`src/rtl/fft4_pkg.sv`:
```
`default_nettype none
// ============================================================================
//  Module      : fft4_pkg
//  Description : Shared constants and types for the fft4 datapath family.
//                FFT_N  - points per transform (samples per frame)
//                IDX_W  - width of a slot index within a frame
//                cplx_t - complex sample at the default component width
//  Revision    : 1.0 - initial release
// ============================================================================
package fft4_pkg;

    localparam int FFT_N        = 4;
    localparam int IDX_W        = 2;
    localparam int CPLX_W_DEF   = 16;

    typedef struct packed {
        logic signed [CPLX_W_DEF-1:0] re;
        logic signed [CPLX_W_DEF-1:0] im;
    } cplx_t;

endpackage
`default_nettype wire

```
`src/rtl/fft4_input_framer_if.sv`:
```
`default_nettype none
// ============================================================================
//  Module      : fft4_input_framer_if
//  Description : Bundle of the framer's sample-side and frame-side signals.
//                Sample side : s_valid, s_ready, s_sof, s_re, s_im
//                Frame side  : m_valid, m_ready, x0..x3 (re/im), err_misalign
//                modport master : the framer (accepts samples, sources frames)
//                modport slave  : the surrounding environment
//  Revision    : 1.0 - initial release
// ============================================================================
interface fft4_input_framer_if #(
    parameter int DATA_W = 16
);
    logic              s_valid;
    logic              s_ready;
    logic              s_sof;
    logic [DATA_W-1:0] s_re;
    logic [DATA_W-1:0] s_im;
    logic              m_valid;
    logic              m_ready;
    logic [DATA_W-1:0] x0_re, x0_im;
    logic [DATA_W-1:0] x1_re, x1_im;
    logic [DATA_W-1:0] x2_re, x2_im;
    logic [DATA_W-1:0] x3_re, x3_im;
    logic              err_misalign;

    modport master (
        input  s_valid, s_sof, s_re, s_im, m_ready,
        output s_ready, m_valid,
        output x0_re, x0_im, x1_re, x1_im, x2_re, x2_im, x3_re, x3_im,
        output err_misalign
    );

    modport slave (
        output s_valid, s_sof, s_re, s_im, m_ready,
        input  s_ready, m_valid,
        input  x0_re, x0_im, x1_re, x1_im, x2_re, x2_im, x3_re, x3_im,
        input  err_misalign
    );
endinterface
`default_nettype wire

```
`src/rtl/fft4_framer_bank.sv`:
```
`default_nettype none
// ============================================================================
//  Module      : fft4_framer_bank
//  Description : One frame bank: FFT_N complex registers, written one slot at
//                a time, all slots visible in parallel. Cleared by reset only.
//  Ports       : clk, rst        - clock, synchronous active-high reset
//                i_we, i_idx     - write enable and slot index
//                i_re, i_im      - sample to write
//                o_re, o_im      - all slots, slot 0 in element [0]
//  Revision    : 1.0 - initial release
// ============================================================================
module fft4_framer_bank
    import fft4_pkg::*;
#(
    parameter int DATA_W = 16
) (
    input  wire logic                          clk,
    input  wire logic                          rst,
    input  wire logic                          i_we,
    input  wire logic [IDX_W-1:0]              i_idx,
    input  wire logic [DATA_W-1:0]             i_re,
    input  wire logic [DATA_W-1:0]             i_im,
    output logic      [FFT_N-1:0][DATA_W-1:0]  o_re,
    output logic      [FFT_N-1:0][DATA_W-1:0]  o_im
);

    logic [FFT_N-1:0][DATA_W-1:0] r_re;
    logic [FFT_N-1:0][DATA_W-1:0] r_im;

    always_ff @(posedge clk) begin
        if (rst) begin
            r_re <= '0;
            r_im <= '0;
        end else if (i_we) begin
            r_re[i_idx] <= i_re;
            r_im[i_idx] <= i_im;
        end
    end

    assign o_re = r_re;
    assign o_im = r_im;

endmodule
`default_nettype wire

```
`src/rtl/fft4_input_framer.sv`:
```
`default_nettype none
// ============================================================================
//  Module      : fft4_input_framer
//  Description : Packs a serial complex sample stream into 4-sample frames
//                using two ping-pong banks, sustaining 1 sample/cycle.
//                A start-of-frame marker arriving mid-frame drops the partial
//                frame and restarts it, pulsing err_misalign one cycle later.
//  Ports       : clk, rst - clock, synchronous active-high reset
//                bus      - fft4_input_framer_if.master (sample in, frame out)
//  Revision    : 1.0 - initial release
// ============================================================================
module fft4_input_framer
    import fft4_pkg::*;
#(
    parameter int DATA_W = 16
) (
    input  wire logic            clk,
    input  wire logic            rst,
    fft4_input_framer_if.master  bus
);

    logic [IDX_W-1:0] r_idx;
    logic             r_wr_sel;
    logic             r_rd_sel;
    logic [1:0]       r_full;
    logic             r_err;

    logic             w_accept;
    logic             w_consume;
    logic             w_misalign;
    logic [IDX_W-1:0] w_wr_idx;
    logic             w_last;
    logic [1:0]       w_wr_en;
    logic [1:0]       w_full_nxt;

    logic [1:0][FFT_N-1:0][DATA_W-1:0] w_bank_re;
    logic [1:0][FFT_N-1:0][DATA_W-1:0] w_bank_im;

    // Ready and valid come purely from registered bank occupancy.
    assign bus.s_ready = ~r_full[r_wr_sel];
    assign bus.m_valid = r_full[r_rd_sel];

    assign w_accept   = bus.s_valid & bus.s_ready;
    assign w_consume  = bus.m_valid & bus.m_ready;
    assign w_misalign = w_accept & bus.s_sof & (r_idx != '0);

    // A misaligned start overwrites slot 0 of the same bank, discarding the
    // partial frame without any explicit clear.
    assign w_wr_idx = w_misalign ? '0 : r_idx;
    assign w_last   = w_accept & (w_wr_idx == IDX_W'(FFT_N - 1));
    assign w_wr_en  = w_accept ? (r_wr_sel ? 2'b10 : 2'b01) : 2'b00;

    // Write and read always hit different banks, so both updates apply.
    always_comb begin
        w_full_nxt = r_full;
        if (w_consume) w_full_nxt[r_rd_sel] = 1'b0;
        if (w_last)    w_full_nxt[r_wr_sel] = 1'b1;
    end

    always_ff @(posedge clk) begin
        if (rst) begin
            r_idx    <= '0;
            r_wr_sel <= 1'b0;
            r_rd_sel <= 1'b0;
            r_full   <= 2'b00;
            r_err    <= 1'b0;
        end else begin
            r_full <= w_full_nxt;
            r_err  <= w_misalign;
            if (w_accept) begin
                if (w_last) begin
                    r_idx    <= '0;
                    r_wr_sel <= ~r_wr_sel;
                end else begin
                    r_idx <= w_wr_idx + IDX_W'(1);
                end
            end
            if (w_consume) r_rd_sel <= ~r_rd_sel;
        end
    end

    for (genvar g = 0; g < 2; g++) begin : g_bank
        fft4_framer_bank #(
            .DATA_W (DATA_W)
        ) u_bank (
            .clk   (clk),
            .rst   (rst),
            .i_we  (w_wr_en[g]),
            .i_idx (w_wr_idx),
            .i_re  (bus.s_re),
            .i_im  (bus.s_im),
            .o_re  (w_bank_re[g]),
            .o_im  (w_bank_im[g])
        );
    end

    assign bus.x0_re = w_bank_re[r_rd_sel][0];
    assign bus.x0_im = w_bank_im[r_rd_sel][0];
    assign bus.x1_re = w_bank_re[r_rd_sel][1];
    assign bus.x1_im = w_bank_im[r_rd_sel][1];
    assign bus.x2_re = w_bank_re[r_rd_sel][2];
    assign bus.x2_im = w_bank_im[r_rd_sel][2];
    assign bus.x3_re = w_bank_re[r_rd_sel][3];
    assign bus.x3_im = w_bank_im[r_rd_sel][3];

    assign bus.err_misalign = r_err;

endmodule
`default_nettype wire

```
`src/flat_wrapper.sv`:
```
// flat-port wrapper written by rule: the top's interface ports become plain ports
module fft4_input_framer_flat import fft4_pkg::*;
#(
    parameter int DATA_W = 16
)
  (clk, rst, bus_s_valid, bus_s_sof, bus_s_re, bus_s_im, bus_m_ready, bus_s_ready, bus_m_valid, bus_x0_re, bus_x0_im, bus_x1_re, bus_x1_im, bus_x2_re, bus_x2_im, bus_x3_re, bus_x3_im, bus_err_misalign);
  fft4_input_framer_if #(.DATA_W(DATA_W)) bus_i ();
  input  wire logic clk;
  input  wire logic rst;
  input wire logic [$bits(bus_i.s_valid)-1:0] bus_s_valid;
  input wire logic [$bits(bus_i.s_sof)-1:0] bus_s_sof;
  input wire logic [$bits(bus_i.s_re)-1:0] bus_s_re;
  input wire logic [$bits(bus_i.s_im)-1:0] bus_s_im;
  input wire logic [$bits(bus_i.m_ready)-1:0] bus_m_ready;
  output wire logic [$bits(bus_i.s_ready)-1:0] bus_s_ready;
  output wire logic [$bits(bus_i.m_valid)-1:0] bus_m_valid;
  output wire logic [$bits(bus_i.x0_re)-1:0] bus_x0_re;
  output wire logic [$bits(bus_i.x0_im)-1:0] bus_x0_im;
  output wire logic [$bits(bus_i.x1_re)-1:0] bus_x1_re;
  output wire logic [$bits(bus_i.x1_im)-1:0] bus_x1_im;
  output wire logic [$bits(bus_i.x2_re)-1:0] bus_x2_re;
  output wire logic [$bits(bus_i.x2_im)-1:0] bus_x2_im;
  output wire logic [$bits(bus_i.x3_re)-1:0] bus_x3_re;
  output wire logic [$bits(bus_i.x3_im)-1:0] bus_x3_im;
  output wire logic [$bits(bus_i.err_misalign)-1:0] bus_err_misalign;
  assign bus_i.s_valid = bus_s_valid;
  assign bus_i.s_sof = bus_s_sof;
  assign bus_i.s_re = bus_s_re;
  assign bus_i.s_im = bus_s_im;
  assign bus_i.m_ready = bus_m_ready;
  assign bus_s_ready = bus_i.s_ready;
  assign bus_m_valid = bus_i.m_valid;
  assign bus_x0_re = bus_i.x0_re;
  assign bus_x0_im = bus_i.x0_im;
  assign bus_x1_re = bus_i.x1_re;
  assign bus_x1_im = bus_i.x1_im;
  assign bus_x2_re = bus_i.x2_re;
  assign bus_x2_im = bus_i.x2_im;
  assign bus_x3_re = bus_i.x3_re;
  assign bus_x3_im = bus_i.x3_im;
  assign bus_err_misalign = bus_i.err_misalign;
  fft4_input_framer #(.DATA_W(DATA_W)) u_core (.clk(clk), .rst(rst), .bus(bus_i));
endmodule
```
`config.mk`:
```
export PLATFORM = sky130hd
export DESIGN_NAME = fft4_input_framer_flat
export DESIGN_NICKNAME = d
export VERILOG_FILES = /design/src/rtl/fft4_pkg.sv /design/src/rtl/fft4_input_framer_if.sv /design/src/rtl/fft4_framer_bank.sv /design/src/rtl/fft4_input_framer.sv /design/src/flat_wrapper.sv
export SDC_FILE = /design/constraint.sdc
export NUM_CORES = 1
export LEC_CHECK = 0
export ABC_AREA = 1
export CAP_MARGIN = 20
export CORE_UTILIZATION = 35
export CTS_BUF_LIST = sky130_fd_sc_hd__clkbuf_8
export CTS_CLUSTER_DIAMETER = 200
export DETAILED_ROUTE_END_ITERATION = 10
export SLEW_MARGIN = 20
export SYNTH_ARGS = -nofsm -noshare
export SYNTH_HDL_FRONTEND = slang
export SYNTH_HIERARCHICAL = 1
export SYNTH_SLANG_ARGS = --single-unit
```
`constraint.sdc`:
```
create_clock -name clk -period 3.5 [get_ports clk]
set_input_delay 0.525 -clock clk [delete_from_list [all_inputs] [get_ports clk]]
set_output_delay 0.525 -clock clk [all_outputs]
set_load 0.01 [all_outputs]
```
==> flow_metrics.py <==
metrics = {
    "sta": {
        "tns_ns": 0,
        "fmaxAchievable_mhz": 311,
        "worst_slew_pin_slew_ns": 0.745,
        "finalMaxSlewViolations": 0,
        "setup_violations": 0,
        "fin_crit_ns": 3.22,
        "hold_slack_ns": 0.479,
        "finClkSkew_ns": 0.0242,
        "rsz0062_at_grt": "no",
        "timing.final.crit_share_pct": 91.9,
        "max-slew-margin-rel_pct": 50.4,
        "final_hold_viol_count": 0,
    },
    "yosys": {
        "synth_cells": 2105,
        "ys_types": 18,
        "synth_xor_area_share_pct": 0,
        "yosys_warnings": 6,
        "syn_area_per_cell_sq_um": 5.96,
        "synthSimpleGateAreaFrac_pct": 42.4,
        "syn_area_sq_um": 12500,
        "synth-compound-area-share_pct": 2.97,
        "synth_top_family_by_area": "simple AND/OR/NAND/NOR gates",
        "syn_nets": 2143,
        "yosysSeqAreaShare_pct": 42.0,
        "synthAdderAreaFrac_pct": 0.0998,
        "ys_seq_elements": 263,
        "synth_mux_area_share_pct": 0,
    },
    "floorplan": {
        "die_h_um": 191,
        "initial_core_util_pct": 35.9,
        "die_area_sq_um": 36600,
        "coreArea_sq_um": 34900,
        "die_x_um": 191,
        "ios": 168,
        "rows": 68,
    },
    "layout": {
        "layout_commonest_cell": "nand2_1",
        "multiInputGateArea_sq_um": 5720,
        "fillers": 3666,
        "nets": 2262,
        "n_antenna_cell": 0,
        "most-common-layout-cells": "nand2_1, nor2_1, inv_1, dfxtp_1, clkdlybuf4s50_1",
        "area_delta_synth_final_pct": 23.3,
        "seq_area_sq_um": 5270,
        "drive_gt1_share_pct": 4.83,
    },
    "setup_path": {
        "cp_max_fo": 67,
        "cp-end-kind": "primary output",
        "critPathKind": "reg2out",
        "cp.required_ns": 2.97,
        "crit_arrival_ns": 2.69,
        "r2r_slack_ns": 1.17,
        "start_kind": "flop",
    },
    "clock_network": {
        "cts_setup_buffers": 0,
        "cts_tree": "built",
        "cts_root_buf": "clkbuf_8",
        "cts_buffers": 47,
        "clkTransAtPathRegs_ns": 0.06,
        "hold_buffers": 0,
        "htreeDepth": 2,
        "clk_latency_ns": 0.56,
        "cts_max_path_buffers": 3,
        "cts_resized": 0,
        "cts.sink_count": 263,
    },
    "worst_hold_path": {
        "hold_class": "reg2reg",
    },
    "detailed_routing": {
        "routed_wl_um": 37200,
        "drtIter0Drc": 756,
        "via_count": 12300,
        "drc": 0,
        "wire_per_inst_um": 13.7,
        "drtPass1Iterations": 5,
        "ant_nets": 0,
        "via_per_inst": 4.52,
    },
    "placement": {
        "dp_hpwl_um": 22300,
        "gp_congestion": 0.785,
        "port_buffers": 167,
    },
    "power": {
        "max-vdd-ir-drop_mv": 0.226,
        "power_leakage_nw": 8.22,
        "p_per_area_nw_per_um2": 437,
    },
    "global_route": {
        "grt_overflow": 0,
        "grt_usage_pct": 20.3,
        "antenna_found_initial": 0,
        "grt_max_degree": 83,
        "grt_pass1_wl_um": 59200,
        "first_global_vias": 11400,
    },
    "job": {
        "max_cap_violations": 0,
    },
    "outcome": {
        "outcome": "finished clean",
    },
}
[worst paths after layout]
kind                                    from                          endpoint  cells past startpoint
max                          u_core/r_rd_sel                      bus_x3_im[4]                      5
min          u_core/g_bank[1].u_bank/o_re[0]   u_core/g_bank[1].u_bank/o_re[0]                      2
max reg2reg                  u_core/r_wr_sel  u_core/g_bank[1].u_bank/o_im[59]                     13
min reg2reg  u_core/g_bank[1].u_bank/o_re[0]   u_core/g_bank[1].u_bank/o_re[0]                      2
[flip-flops by register name (all words and copies together), names as in the netlist]
| register | cells |
|---|---|
| u_core/g_bank.u_bank/o_re | 128 |
| u_core/r_idx | 2 |
| u_core/r_full | 2 |
| u_core/bus.err_misalign | 1 |
| u_core/g_bank.u_bank/o_im | 128 |
| u_core/r_wr_sel | 1 |
| u_core/r_rd_sel | 1 |
[Yosys cell counts]
cell	count	area share, %
o21ai_1	1	0.040
inv_1	270	8.1
o211ai_1	1	0.060
nand2_4	1	0.090
inv_2	3	0.090
clkbuf_1	30	0.90
nor2_2	2	0.10
nand2_2	2	0.10
nand3_1	66	2.6
a21oi_1	69	2.8
nand2_1	841	25
buf_2	88	3.5
o21ai_0	3	0.12
nand3_2	6	0.48
nor2_1	457	14
nor2_4	1	0.090
dfxtp_1	263	42
ha_1	1	0.10
[cell families (layout without fill, tap and decap cells)]
family | count (synthesis) | after routing
and+or+nand+nor | 1376 | 1376
DFF | 263 | 263
buffers and inverters | 391 | 545
AOI/OAI and AO/OA | 74 | 74
adders and majority gates | 1 | 1
[critical path, cell delays in order, from the launching register on]
cell and delay (ns):
dfxtp_4 0.77, inv_4 0.30, buf_12 0.32, nand2_1 0.09
nand2_1 0.11, clkdlybuf4s50_1 0.50
[stage by stage]
step                      std cells  cell area (sq um)  worst slack [ns]  power (W)  util, %
after floorplan                2105              12500              1.53    0.00362        -
after global placement         2630              14500             0.768    0.00401     41.7
after detailed placement       2630              14500             0.734    0.00402     41.7
after CTS                      2714              15500             0.260    0.00685     44.3
after global routing           2714              15500             0.139    0.00708     44.3
final                          2714              15500             0.284    0.00676     44.3
[layout make-up]
| class | instances | area share, % |
|---|---|---|
| clock buffer | 59 | 5.25 |
| clock inverter | 25 | 0.737 |
| inverter | 273 | 6.68 |
| multi-input combinational | 1451 | 37.0 |
| sequential | 263 | 34.1 |
| tap | 455 | 3.68 |
| timing repair buffer | 188 | 12.6 |
[routing by layer]
layer / share of wire, % / vias to the layer above / GRT usage (%) / wire (um)
li1: - / 6374 / - / -
met1: 45 / 5525 / 25.1 / 16700
met2: 47 / 310 / 35.7 / 17500
met3: 5.8 / 58 / 3.41 / 2170
met4: 2.3 / 0 / 6.38 / 840
met5: 0 / - / 0 / 0
[power by group]
part	switching, W	internal, W
clock network	0.00129	0.00152
logic	0.000496	0.000327
registers	0.0000449	0.00308
Power figures use the tool's default switching activity.
